$ cat src/rtl/mips_pkg.sv
// ---------------------------------------------------------------------------
// mips_pkg: definitions shared by the 5-stage MIPS core control path.
//   RAW        : default register-number width
//   fwd_sel_e  : ID-stage operand forwarding selects
//   ALU_ADD    : ALU op code for add
// ---------------------------------------------------------------------------
package mips_pkg;

   localparam int RAW = 5;

   typedef enum logic [1:0] {
      FWD_RF     = 2'b00,  // register file
      FWD_EXALU  = 2'b01,  // ALU result of the instruction in EX
      FWD_MEMALU = 2'b10,  // ALU result of the instruction in MEM
      FWD_MEMLD  = 2'b11   // load data of the instruction in MEM
   } fwd_sel_e;

   localparam logic [3:0] ALU_ADD = 4'b0010;

endpackage

$ cat src/rtl/ctrl_fwd_sel.sv
// ---------------------------------------------------------------------------
// ctrl_fwd_sel: forwarding select for one ID-stage source operand.
//   rn, use_rn                   : source register number and its use flag
//   ex_wreg, ex_m2reg, ex_dest   : control held in the ID/EX register
//   mem_wreg, mem_m2reg, mem_dest: control held in the EX/MEM register
//   sel                          : 2-bit operand select (fwd_sel_e encoding)
// Purely combinational.
// ---------------------------------------------------------------------------
module ctrl_fwd_sel
#(
   parameter int RAW = 5
)
(
   input  logic [RAW-1:0] rn,
   input  logic           use_rn,
   input  logic           ex_wreg,
   input  logic           ex_m2reg,
   input  logic [RAW-1:0] ex_dest,
   input  logic           mem_wreg,
   input  logic           mem_m2reg,
   input  logic [RAW-1:0] mem_dest,
   output logic [1:0]     sel
);
   import mips_pkg::*;

   always_comb begin
      // NOTE: default first, so every path assigns sel and no latch is inferred.
      sel = FWD_RF;
      if (use_rn && (rn != '0)) begin
         // A load in EX has no data yet; that case is the stall, not a forward.
         if (ex_wreg && !ex_m2reg && (ex_dest == rn)) begin
            sel = FWD_EXALU;
         end else if (mem_wreg && (mem_dest == rn)) begin
            sel = mem_m2reg ? FWD_MEMLD : FWD_MEMALU;
         end
      end
   end

endmodule

$ cat src/rtl/ctrl_pipe.sv
// ---------------------------------------------------------------------------
// ctrl_pipe: control tracker for the 5-stage MIPS pipeline.
// Carries the decoded ID control bundle through ID/EX, EX/MEM and MEM/WB,
// raises the load-use stall and produces forwarding selects for rs and rt.
//   clk, clrn           : core clock, asynchronous active-low reset
//   id_*                : decoded control and register fields from ID
//   stall               : load-use hazard, IF/ID and PC hold
//   fwda, fwdb          : operand selects for rs / rt (fwd_sel_e encoding)
//   ex_*, mem_*, wb_*   : control registered into each stage
//   stall_cnt,
//   retire_cnt          : statistics, present only with CTRL_PIPE_STATS_EN
// Optional feature macro: CTRL_PIPE_STATS_EN
// ---------------------------------------------------------------------------
module ctrl_pipe
#(
   parameter int RAW = mips_pkg::RAW
)
(
   input  logic           clk,
   input  logic           clrn,
   input  logic           id_wreg,
   input  logic           id_m2reg,
   input  logic           id_wmem,
   input  logic           id_aluimm,
   input  logic           id_regrt,
   input  logic [3:0]     id_aluc,
   input  logic           id_users,
   input  logic           id_usert,
   input  logic [RAW-1:0] id_rs,
   input  logic [RAW-1:0] id_rt,
   input  logic [RAW-1:0] id_rd,
   output logic           stall,
   output logic [1:0]     fwda,
   output logic [1:0]     fwdb,
   output logic           ex_wreg,
   output logic           ex_m2reg,
   output logic           ex_wmem,
   output logic           ex_aluimm,
   output logic [3:0]     ex_aluc,
   output logic [RAW-1:0] ex_dest,
   output logic           mem_wreg,
   output logic           mem_m2reg,
   output logic           mem_wmem,
   output logic [RAW-1:0] mem_dest,
   output logic           wb_wreg,
   output logic           wb_m2reg,
`ifdef CTRL_PIPE_STATS_EN
   output logic [RAW-1:0] wb_dest,
   output logic [31:0]    stall_cnt,
   output logic [31:0]    retire_cnt
`else
   output logic [RAW-1:0] wb_dest
`endif
);
   import mips_pkg::*;

   logic           ex_wreg_q,   ex_wreg_d;
   logic           ex_m2reg_q,  ex_m2reg_d;
   logic           ex_wmem_q,   ex_wmem_d;
   logic           ex_aluimm_q, ex_aluimm_d;
   logic [3:0]     ex_aluc_q,   ex_aluc_d;
   logic [RAW-1:0] ex_dest_q,   ex_dest_d;
   logic           mem_wreg_q,  mem_wreg_d;
   logic           mem_m2reg_q, mem_m2reg_d;
   logic           mem_wmem_q,  mem_wmem_d;
   logic [RAW-1:0] mem_dest_q,  mem_dest_d;
   logic           wb_wreg_q,   wb_wreg_d;
   logic           wb_m2reg_q,  wb_m2reg_d;
   logic [RAW-1:0] wb_dest_q,   wb_dest_d;

   logic [RAW-1:0] id_dest;
   logic           load_in_ex;

   assign id_dest = id_regrt ? id_rt : id_rd;

   // Load-use: the loaded value is not available until the end of MEM.
   always_comb begin
      load_in_ex = ex_wreg_q & ex_m2reg_q & (ex_dest_q != '0);
      stall      = load_in_ex &
                   ((id_users & (ex_dest_q == id_rs)) |
                    (id_usert & (ex_dest_q == id_rt)));
   end

   ctrl_fwd_sel #(.RAW(RAW)) u_fwd_rs (
      .rn        (id_rs),
      .use_rn    (id_users),
      .ex_wreg   (ex_wreg_q),
      .ex_m2reg  (ex_m2reg_q),
      .ex_dest   (ex_dest_q),
      .mem_wreg  (mem_wreg_q),
      .mem_m2reg (mem_m2reg_q),
      .mem_dest  (mem_dest_q),
      .sel       (fwda)
   );

   ctrl_fwd_sel #(.RAW(RAW)) u_fwd_rt (
      .rn        (id_rt),
      .use_rn    (id_usert),
      .ex_wreg   (ex_wreg_q),
      .ex_m2reg  (ex_m2reg_q),
      .ex_dest   (ex_dest_q),
      .mem_wreg  (mem_wreg_q),
      .mem_m2reg (mem_m2reg_q),
      .mem_dest  (mem_dest_q),
      .sel       (fwdb)
   );

   always_comb begin
      // ID -> EX; a stall injects a bubble, and a write to r0 is dropped here
      // so it can neither update the register file nor be forwarded.
      ex_wreg_d   = 1'b0;
      ex_m2reg_d  = 1'b0;
      ex_wmem_d   = 1'b0;
      ex_aluimm_d = 1'b0;
      ex_aluc_d   = 4'b0000;
      ex_dest_d   = '0;
      if (!stall) begin
         ex_wreg_d   = id_wreg & (id_dest != '0);
         ex_m2reg_d  = id_m2reg;
         ex_wmem_d   = id_wmem;
         ex_aluimm_d = id_aluimm;
         ex_aluc_d   = id_aluc;
         ex_dest_d   = id_dest;
      end

      // EX -> MEM and MEM -> WB always advance.
      mem_wreg_d  = ex_wreg_q;
      mem_m2reg_d = ex_m2reg_q;
      mem_wmem_d  = ex_wmem_q;
      mem_dest_d  = ex_dest_q;
      wb_wreg_d   = mem_wreg_q;
      wb_m2reg_d  = mem_m2reg_q;
      wb_dest_d   = mem_dest_q;
   end

   always_ff @(posedge clk or negedge clrn) begin
      if (!clrn) begin
         // NOTE: non-blocking assignments so every stage samples the
         // pre-edge value of the stage before it.
         ex_wreg_q   <= 1'b0;
         ex_m2reg_q  <= 1'b0;
         ex_wmem_q   <= 1'b0;
         ex_aluimm_q <= 1'b0;
         ex_aluc_q   <= 4'b0000;
         ex_dest_q   <= '0;
         mem_wreg_q  <= 1'b0;
         mem_m2reg_q <= 1'b0;
         mem_wmem_q  <= 1'b0;
         mem_dest_q  <= '0;
         wb_wreg_q   <= 1'b0;
         wb_m2reg_q  <= 1'b0;
         wb_dest_q   <= '0;
      end else begin
         ex_wreg_q   <= ex_wreg_d;
         ex_m2reg_q  <= ex_m2reg_d;
         ex_wmem_q   <= ex_wmem_d;
         ex_aluimm_q <= ex_aluimm_d;
         ex_aluc_q   <= ex_aluc_d;
         ex_dest_q   <= ex_dest_d;
         mem_wreg_q  <= mem_wreg_d;
         mem_m2reg_q <= mem_m2reg_d;
         mem_wmem_q  <= mem_wmem_d;
         mem_dest_q  <= mem_dest_d;
         wb_wreg_q   <= wb_wreg_d;
         wb_m2reg_q  <= wb_m2reg_d;
         wb_dest_q   <= wb_dest_d;
      end
   end

   assign ex_wreg   = ex_wreg_q;
   assign ex_m2reg  = ex_m2reg_q;
   assign ex_wmem   = ex_wmem_q;
   assign ex_aluimm = ex_aluimm_q;
   assign ex_aluc   = ex_aluc_q;
   assign ex_dest   = ex_dest_q;
   assign mem_wreg  = mem_wreg_q;
   assign mem_m2reg = mem_m2reg_q;
   assign mem_wmem  = mem_wmem_q;
   assign mem_dest  = mem_dest_q;
   assign wb_wreg   = wb_wreg_q;
   assign wb_m2reg  = wb_m2reg_q;
   assign wb_dest   = wb_dest_q;

`ifdef CTRL_PIPE_STATS_EN
   logic [31:0] stall_cnt_q,  stall_cnt_d;
   logic [31:0] retire_cnt_q, retire_cnt_d;

   // A non-bubble in MEM is the instruction about to enter WB.
   always_comb begin
      stall_cnt_d  = stall_cnt_q  + {31'd0, stall};
      retire_cnt_d = retire_cnt_q + {31'd0, mem_wreg_q | mem_wmem_q};
   end

   always_ff @(posedge clk or negedge clrn) begin
      if (!clrn) begin
         stall_cnt_q  <= 32'd0;
         retire_cnt_q <= 32'd0;
      end else begin
         stall_cnt_q  <= stall_cnt_d;
         retire_cnt_q <= retire_cnt_d;
      end
   end

   assign stall_cnt  = stall_cnt_q;
   assign retire_cnt = retire_cnt_q;
`endif

endmodule
$ cat config.mk
export PLATFORM = sky130hd
export DESIGN_NAME = ctrl_pipe
export DESIGN_NICKNAME = d
export VERILOG_FILES = /design/src/rtl/mips_pkg.sv /design/src/rtl/ctrl_fwd_sel.sv /design/src/rtl/ctrl_pipe.sv
export SDC_FILE = /design/constraint.sdc
export NUM_CORES = 1
export LEC_CHECK = 0
export BUFFER_PORTS_ARGS = -buffer_cell sky130_fd_sc_hd__buf_2
export CAP_MARGIN = 30
export CORE_UTILIZATION = 47
export CTS_BUF_LIST = sky130_fd_sc_hd__clkbuf_16
export CTS_CLUSTER_SIZE = 10
export DETAILED_ROUTE_END_ITERATION = 8
export PLACE_DENSITY = 0.77
export SLEW_MARGIN = 20
export SYNTH_ARGS = -nofsm -noshare
export SYNTH_HDL_FRONTEND = slang
export SYNTH_HIERARCHICAL = 1
export SYNTH_SLANG_ARGS = --single-unit
$ cat constraint.sdc
create_clock -name clk -period 1.9 [get_ports clk]
set_input_delay 0.19 -clock clk [delete_from_list [all_inputs] [get_ports clk]]
set_output_delay 0.19 -clock clk [all_outputs]
set_load 0.01 [all_outputs]
After elaboration in Yosys (flattened, before gate mapping)
Index checks and enable logic that the tools add are counted.

word-level totals
  register bits = 28
  bits in latches = 0
  memory bits (writable) = 0
  ROM bits = 0
  output and inout port bits = 33
  memories kept = 0

operators by class
  add/subtract/negate cells = 0
  multipliers = 0
  div/mod/pow operators = 0
  order comparisons = 0
  equality and inequality tests = 4
  shifts and indexed selects = 0
  muxes and demuxes = 14
  bitwise logic cells = 7
  reduce and logical (&&, ||, !) cells = 12

operators with widths
  kind                count
  == test 5 bit       4
  nonzero test 5 bit  4
  2-to-1 mux 2 bit    6
  2-to-1 mux 5 bit    2
  logical AND 1 bit   7
  AND 1 bit           6
  2-to-1 mux 1 bit    5
  2-to-1 mux 4 bit    1
  logical NOT 1 bit   1
  OR 1 bit            1

Logic depth before layout (Yosys ltp)
Gate-level depths: netlist of run 1.

  word-level depth = 5
  mapped depth = 5

Hierarchy
The synthesis of run 1 kept the hierarchy.

by module, submodules not included
  module        times used  cells an instance  area each (um^2)  seq. area each (um^2)
  ctrl_pipe     1           71                 1069.8            700.7
  ctrl_fwd_sel  2           19                 168.9             0.0

Worst setup path before layout of run 1
OpenSTA, ideal clock, no wires.

  kind = reg-to-output
  start = register ex_dest_q[2] (netlist: ex_dest[2])
  end = output port stall
  arrival = 1.408 ns
  data required time = 1.710 ns
  path slack = 0.302 ns
  stages on the path, launching flop included = 4
  cell sequence = dfrtp_1 or3_1 o311a_4 and2_2

on the way
  cells in the longest elaborated chain, start to end = 4
  elaborated cells on any way between the ends = 8
  classes of those cells = 2 x eq/ne; 5 x bitwise; 1 x reduce/logical

ends and longest elaborated chain
  item                                     line                              source
  start, declared                          ctrl_pipe.sv:62                   logic [RAW-1:0] ex_dest_q, ex_dest_d;
  start signal, assigned                   ctrl_pipe.sv:159                  ex_dest_q <= ex_dest_d;
  == test 5 bit, on equally long branches  ctrl_pipe.sv:80, ctrl_pipe.sv:81
  AND 1 bit, on equally long branches      ctrl_pipe.sv:80, ctrl_pipe.sv:81
  OR 1 bit                                 ctrl_pipe.sv:80                   ((id_users & (ex_dest_q == id_rs)) |
  AND 1 bit *                              ctrl_pipe.sv:79                   stall = load_in_ex &
  end, declared                            ctrl_pipe.sv:32                   output logic stall,

Mark *: on every way between the ends. The rest lies on a longest branch, timed or not.

Worst setup path after layout of run 1
  start = register ex_dest_q[1] (netlist: ex_dest[1])
  end = output port fwdb[1]

on the way
  cells in the longest elaborated chain, start to end = 4

ends and longest elaborated chain
  item               line                source
  == test 5 bit      ctrl_fwd_sel.sv:31  if (ex_wreg && !ex_m2reg && (ex_dest == rn)) begin
  logical AND 1 bit  ctrl_fwd_sel.sv:31
  2-to-1 mux 2 bit   ctrl_fwd_sel.sv:31
  2-to-1 mux 2 bit   ctrl_fwd_sel.sv:29  if (use_rn && (rn != '0)) begin
  end, declared      ctrl_pipe.sv:34     output logic [1:0] fwdb,

No other way between the ends.

==> flow_metrics.env, run 1 <==
export IMPL_synth_cells=109
export IMPL_reg2reg_depth=7
export IMPL_area_growth_pct=41.1
export IMPL_cts_root_buf="clkbuf_16"
export IMPL_grt_pass1_vias=1191
export IMPL_fin_nets=216
export IMPL_num_fill_cells=218
export IMPL_cts_sinks=28
export IMPL_drt_iter0_drc=39
export IMPL_place_area_sq_um=1740
export IMPL_yosys_area_share_simple_pct=13.5
export IMPL_drc=10
export IMPL_drive_gt1_share_pct=59.1
export IMPL_setup_ws_ns=-0.0237
export IMPL_place_ws_ns=0.171
export IMPL_path_clk_slew_ns=0.06
export IMPL_rsz0062_at_grt="yes"
export IMPL_antenna_found_initial=0
export IMPL_reg2reg_to="ex_wreg"
export IMPL_placed_cells=199
export IMPL_violations="design-rule violations, negative setup slack"
export IMPL_wirelength_mm=3.43
export IMPL_synth_area_leaders="dfrtp_1 50%, xor2_1 10%, xnor2_1 8.7%, a21oi_2 3.7%, mux2i_1 3.6%"
export IMPL_synth_seq_cells=28
export IMPL_routedWlPerCell_microns=15.8
export IMPL_dr_pass1_iters=6
export IMPL_slew_headroom_pct=58.9
export IMPL_rrSetupSlack_ns=0.27
export IMPL_htreeDepth=1
export IMPL_clock_skew_ns=0.00216
export IMPL_crit_path_end="fwdb[1]"
export IMPL_gp_routability_congestion=0.815
export IMPL_ios=61
export IMPL_ys_seq_area_share_pct=49.8
export IMPL_fin_util_pct=70.8
export IMPL_drv_slew=0
export IMPL_die_x_microns=56.7
export IMPL_synth_adder_area_share_pct=0
export IMPL_dieArea_sq_um=3220
export IMPL_port_buffers=60
export IMPL_start_kind="register"
export IMPL_setup_violations=2
export IMPL_numCtsBuffers=3
export IMPL_multi_input_area_sq_um=721
export IMPL_vias_per_cell=5.39
export IMPL_vias=1169
export IMPL_cp_end_kind="output pin"
export IMPL_post_dp_hpwl_mm=2.36
export IMPL_antennaDiodeCount=0
export IMPL_synth_area_leader_cell="dfrtp_1"
export IMPL_drv_cap=0
export IMPL_finalCritPeriodShare_pct=101
export IMPL_cp_required_ns=1.71
export IMPL_synth_xor_area_share_pct=18.7
export IMPL_placementRows=19
export IMPL_syn_avg_cell_area_sq_um=12.9
export IMPL_critPathMaxFanout=4
export IMPL_grt_pass1_wl_mm=5.29
export IMPL_crit_type="reg2out"
export IMPL_grt_max_degree=29
export IMPL_core_sq_um=2810
export IMPL_cts_tree="done"
export IMPL_worst_pin_slew_ns=0.616
export IMPL_cellPowerDensity_nw_per_um2=745
export IMPL_clockBufferDepth=2
export IMPL_min_path_cells=2
export IMPL_grt_use_total_pct=22.0
export IMPL_die_h_microns=56.7
export IMPL_synth_mux_area_share_pct=3.56
export IMPL_syn_area_sq_um=1410
export IMPL_synth_compound_area_share_pct=13.1
export IMPL_finalHoldViolCount=0
export IMPL_worstPathArrival_ns=1.73
export IMPL_finalSetupTns_ns=-0.0458
export IMPL_synthesis_nets=137
export IMPL_fin_crit_ns=1.92
export IMPL_regToRegStartpoint="ex_dest[1]"
export IMPL_gr_total_overflow=0
export IMPL_ff_latch_area_sq_um=711
export IMPL_initial_core_util_pct=50.2
export IMPL_timing_fmax_mhz=520
export IMPL_finalInstanceArea_sq_um=1990
export IMPL_synth_top_family_by_area="XOR/XNOR gates"
export IMPL_netlist_cell_type_count=26
export IMPL_finalNonFillerCells=217
export IMPL_vdd_ir_drop_max_v=0.000567
export IMPL_min_path_type="in2reg"
export IMPL_setup_worst_path_start="ex_dest[1]"
export IMPL_power_leakage_nw=0.897
export IMPL_ant_nets=0
export IMPL_clkLatencyLatePin_ns=0.26
export IMPL_synth_top_cell_area_share_pct=49.8
export IMPL_outcome="finished, violations left"
export IMPL_yosysWarningCount=6
stage by stage:
| step | hold slack, ns | total power [W] |
|---|---|---|
| after floorplan | -0.106 | 0.000845 |
| after global placement | 0.226 | 0.000961 |
| after detailed placement | 0.239 | 0.000971 |
| after CTS | 0.163 | 0.00146 |
| after global routing | 0.165 | 0.00155 |
| final | 0.163 | 0.00148 |
placed cells by master (no fill, tap or decap), types with 2 or more instances in the layout:
cell	synthesis	final
a21boi_2	4	4
clkbuf_16	0	3
dfrtp_1	28	20
nor4_4	2	2
o21ai_2	2	2
nor4_1	3	2
xor2_2	0	2
a21oi_2	6	6
dfrtp_2	0	8
or4_1	3	3
nand2_1	2	2
mux2i_1	5	5
buf_4	0	15
a21oi_1	2	2
a21boi_0	3	3
buf_2	1	59
buf_6	1	2
nand4_1	4	4
nor3b_2	2	2
nand4b_1	2	2
xor2_1	16	14
xnor2_1	14	14
cell type report:
cell class / instances / area share, %
sequential: 28 / 35.8
clock buffer: 3 / 3.78
multi-input combinational: 78 / 36.3
timing repair buffer: 77 / 22.2
tap: 31 / 1.95
Yosys cell counts:
| cell | number |
|---|---|
| a21boi_0 | 3 |
| a21boi_2 | 4 |
| a21oi_1 | 2 |
| a21oi_2 | 6 |
| and2_2 | 1 |
| buf_1 | 1 |
| buf_2 | 1 |
| buf_6 | 1 |
| dfrtp_1 | 28 |
| mux2i_1 | 5 |
| nand2_1 | 2 |
| nand3_1 | 2 |
| nand3b_1 | 1 |
| nand4_1 | 4 |
| nand4b_1 | 2 |
| nor3b_2 | 2 |
| nor4_1 | 3 |
| nor4_4 | 2 |
| o21ai_2 | 2 |
| o22ai_1 | 1 |
| o311a_4 | 1 |
| o311ai_0 | 1 |
| or3_1 | 1 |
| or4_1 | 3 |
| xnor2_1 | 14 |
| xor2_1 | 16 |
how the worst min path moves through the flow:
| stage | start | endpoint | slack [ns] |
|---|---|---|---|
| finish | id_aluc[2] | ex_aluc[2] | 0.16 |
| floorplan | clrn | ex_aluc[0] | -0.11 |
| CTS | id_aluc[2] | ex_aluc[2] | 0.16 |
| global route | id_aluimm | ex_aluimm | 0.17 |
| detailed placement | clrn | wb_dest[0] | 0.24 |
| global placement | clrn | wb_dest[3] | 0.23 |
flip-flops by register name, summed over array words and instances (netlist names):
name / flops
ex_dest: 5
mem_dest: 5
wb_dest: 5
ex_aluc: 4
ex_aluimm: 1
ex_m2reg: 1
ex_wmem: 1
ex_wreg: 1
mem_m2reg: 1
mem_wmem: 1
mem_wreg: 1
wb_m2reg: 1
wb_wreg: 1
power by group:
part | leakage, nW | switching, W | internal [W]
sequential | 0.319 | 0.0000420 | 0.000641
clock | 0.0370 | 0.000184 | 0.000279
combinational | 0.541 | 0.000174 | 0.000159
total | 0.897 | 0.000401 | 0.00108
what timing repair did:
| item | 4_1_cts | 5_1_grt |
|---|---|---|
| endpoints found under the hold margin | 28 | 0 |
| hold buffers | 1 | 0 |
| buffers inserted | 9 | 5 |
| setup endpoints to repair | 5 | 5 |
| pin swaps | 4 | 6 |
| resized for setup | 6 | 10 |
kinds of logic (layout without fill, tap and decap cells):
family                 Yosys count  count (layout)
AO/OA/AOI/OAI                   20              20
XOR/XNOR                        30              30
buffers and inverters            3              80
flip-flops                      28              28
multiplexers                     5               5
AND/OR/NAND/NOR                 23              23
layer usage:
layer  vias to the layer above  track usage, %  wire [microns]
met5                         -               0               0
met4                         0            11.4              89
met3                         9            4.84             205
met2                        51            36.9            1710
met1                       561            26.4            1420
li1                        548               -               -
worst max-delay path: stages, from the launching register on:
cell and delay (ns):
dfrtp_2 0.45, xor2_1 0.20, nor4_2 0.32, nand4b_1 0.17, nor3b_2 0.18, buf_2 0.14
No activity file was read; power rests on OpenSTA's default activity.
==> inputs of run 2 (changes only) <==
- CORE_UTILIZATION: 47 -> 50
- CTS_CLUSTER_SIZE: 10 -> 12
- PLACE_DENSITY: 0.77 -> 0.82
- clock period: 1.9 -> 2.43 ns (I/O delays scaled with it)
==> run 2 against run 1 <==
Net effect:
- utilization grew 0.80 points
- power fell by 16%
- the flow finishes with violations (negative hold slack)
- global-route usage rose by 2.5 points
- combinational power down 35%
- critical path type unchanged
- wire length decreased by 2.7%
- final area down 7.4%
- highest routed layer unchanged
==> flow_metrics.env, run 2 (synthesis gave the netlist of run 1 again) <==
export IMPL_fin_nets=200
export IMPL_clockBufferDepth=2
export IMPL_grt_pass1_wl_mm=4.99
export IMPL_critical_path_buf_inv_count=1
export IMPL_cts_tree="done"
export IMPL_die_x_microns=55.1
export IMPL_drv_slew=0
export IMPL_grt_max_degree=29
export IMPL_whs_ns=-0.0221
export IMPL_grt_use_total_pct=24.5
export IMPL_area_growth_pct=30.6
export IMPL_layout_commonest_cell="buf_2"
export IMPL_crit_type="reg2out"
export IMPL_cts_sinks=28
export IMPL_power_leakage_nw=0.835
export IMPL_htreeDepth=1
export IMPL_routedWlPerCell_microns=16.6
export IMPL_ant_nets=0
export IMPL_crit_path_cell_trace="or3_1 > o311a_4 > and2_2 > buf_2"
export IMPL_placementRows=18
export IMPL_drt_iter0_drc=11
export IMPL_worst_path_max_delay_cell="dfrtp_1"
export IMPL_finalHoldViolCount=28
export IMPL_clock_skew_ns=0.00168
export IMPL_setup_violations=0
export IMPL_wirelength_mm=3.33
export IMPL_antenna_found_initial=0
export IMPL_worst_pin_slew_ns=0.599
export IMPL_fin_util_pct=71.6
export IMPL_gr_total_overflow=0
export IMPL_cp_required_ns=2.19
export IMPL_vias=1117
export IMPL_numCtsBuffers=3
export IMPL_initial_core_util_pct=54.8
export IMPL_cts_resized=0
export IMPL_cellPowerDensity_nw_per_um2=676
export IMPL_rsz0062_at_grt="no"
export IMPL_outcome="finished, violations left"
export IMPL_drive_gt1_share_pct=48.5
export IMPL_path_clk_slew_ns=0.07
export IMPL_cp_end_kind="output pin"
export IMPL_slew_headroom_pct=60.1
export IMPL_drc=0
export IMPL_worstPathArrival_ns=1.97
export IMPL_violations="negative hold slack"
export IMPL_clkLatencyLatePin_ns=0.26
export IMPL_grt_pass1_vias=1014
export IMPL_drv_cap=0
export IMPL_port_buffers=60
export IMPL_dieArea_sq_um=3030
export IMPL_ios=61
export IMPL_core_sq_um=2570
export IMPL_vias_per_cell=5.56
export IMPL_vdd_ir_drop_max_v=0.000511
export IMPL_gp_routability_congestion=0.867
export IMPL_antennaDiodeCount=0
export IMPL_critPathMaxStageDelay_ns=0.49
export IMPL_ctsHoldBuffers=0
export IMPL_post_cts_buffers=0
export IMPL_fin_crit_ns=2.22
export IMPL_finalCritPeriodShare_pct=91.2
export IMPL_start_kind="register"
export IMPL_finalSetupTns_ns=0
export IMPL_final_cell_mix="60 x buf_2, 28 x dfrtp_1, 16 x xor2_1, 14 x xnor2_1, 6 x a21oi_2"
export IMPL_timing_fmax_mhz=451
export IMPL_dr_pass1_iters=4
export IMPL_post_dp_hpwl_mm=2.41
export IMPL_critPathMaxFanout=14
export IMPL_min_path_type="in2async"
export IMPL_die_h_microns=55.1
export IMPL_critPathTopFamily="simple AND/OR/NAND/NOR gates"
export IMPL_cts_root_buf="clkbuf_16"
==> run 2: changes by cell type in the layout (fill, tap and decap cells not counted), sizes merged <==
cell / change
buf: -15
bufinv: +1
dlygate4sd3: -1
==> run 2: area by class of cell <==
cell class	instances	area, sq um
clock inverters	1	30.0
repair buffers	61	308
multi-input cells	78	687
well taps	30	37.5
flip-flops and latches	28	701
fillers	205	729
clock buffers	3	75.1
==> run 2: final timing paths <==
check | startpoint | endpoint | slack [ns] | depth (start not counted)
worst max-delay path | ex_dest[2] | stall | 0.21 | 4
max in group asynchronous | clrn | wb_m2reg | 2.05 | 1
min in group clk | id_aluc[3] | ex_aluc[3] | 0.21 | 2
worst min-delay path | clrn | wb_dest[1] | -0.02 | 1
worst max register to register | ex_dest[2] | ex_m2reg | 0.80 | 3
worst min register to register | ex_wmem | mem_wmem | 0.37 | 0
==> run 2: worst register-to-register path, stage by stage (launching register included) <==
cell      delay, ns
dfrtp_1        0.49
or3_1          0.43
o311a_4        0.42
a21boi_0       0.20
==> run 2: layer usage <==
layer  GRT usage [%]  up-vias  part of all wire (%)
met5               0        -                     0
met4            11.3        0                   2.6
met3            4.10       11                   6.0
met1            29.1      533                    41
met2            43.0       51                    51
li1                -      522                     -
==> run 2: where the power goes <==
group / internal, W / leakage (nW) / switching (W)
logic: 0.0000964 / 0.457 / 0.000121
clock network: 0.000328 / 0.0511 / 0.000160
registers: 0.000498 / 0.327 / 0.0000379
==> run 2: per-stage QoR <==
stage / setup WS, ns / power (W) / area (sq um) / cells / hold slack, ns
floorplan: 0.779 / 0.000661 / 1410 / 109 / -0.0526
finish: 0.213 / 0.00124 / 1840 / 201 / -0.0221
global placement: 0.577 / 0.000751 / 1730 / 197 / 0.279
detailed placement: 0.513 / 0.000759 / 1730 / 197 / 0.296
global route: 0.186 / 0.00129 / 1840 / 201 / 0.0366
CTS: 0.218 / 0.00125 / 1840 / 201 / 0.0130
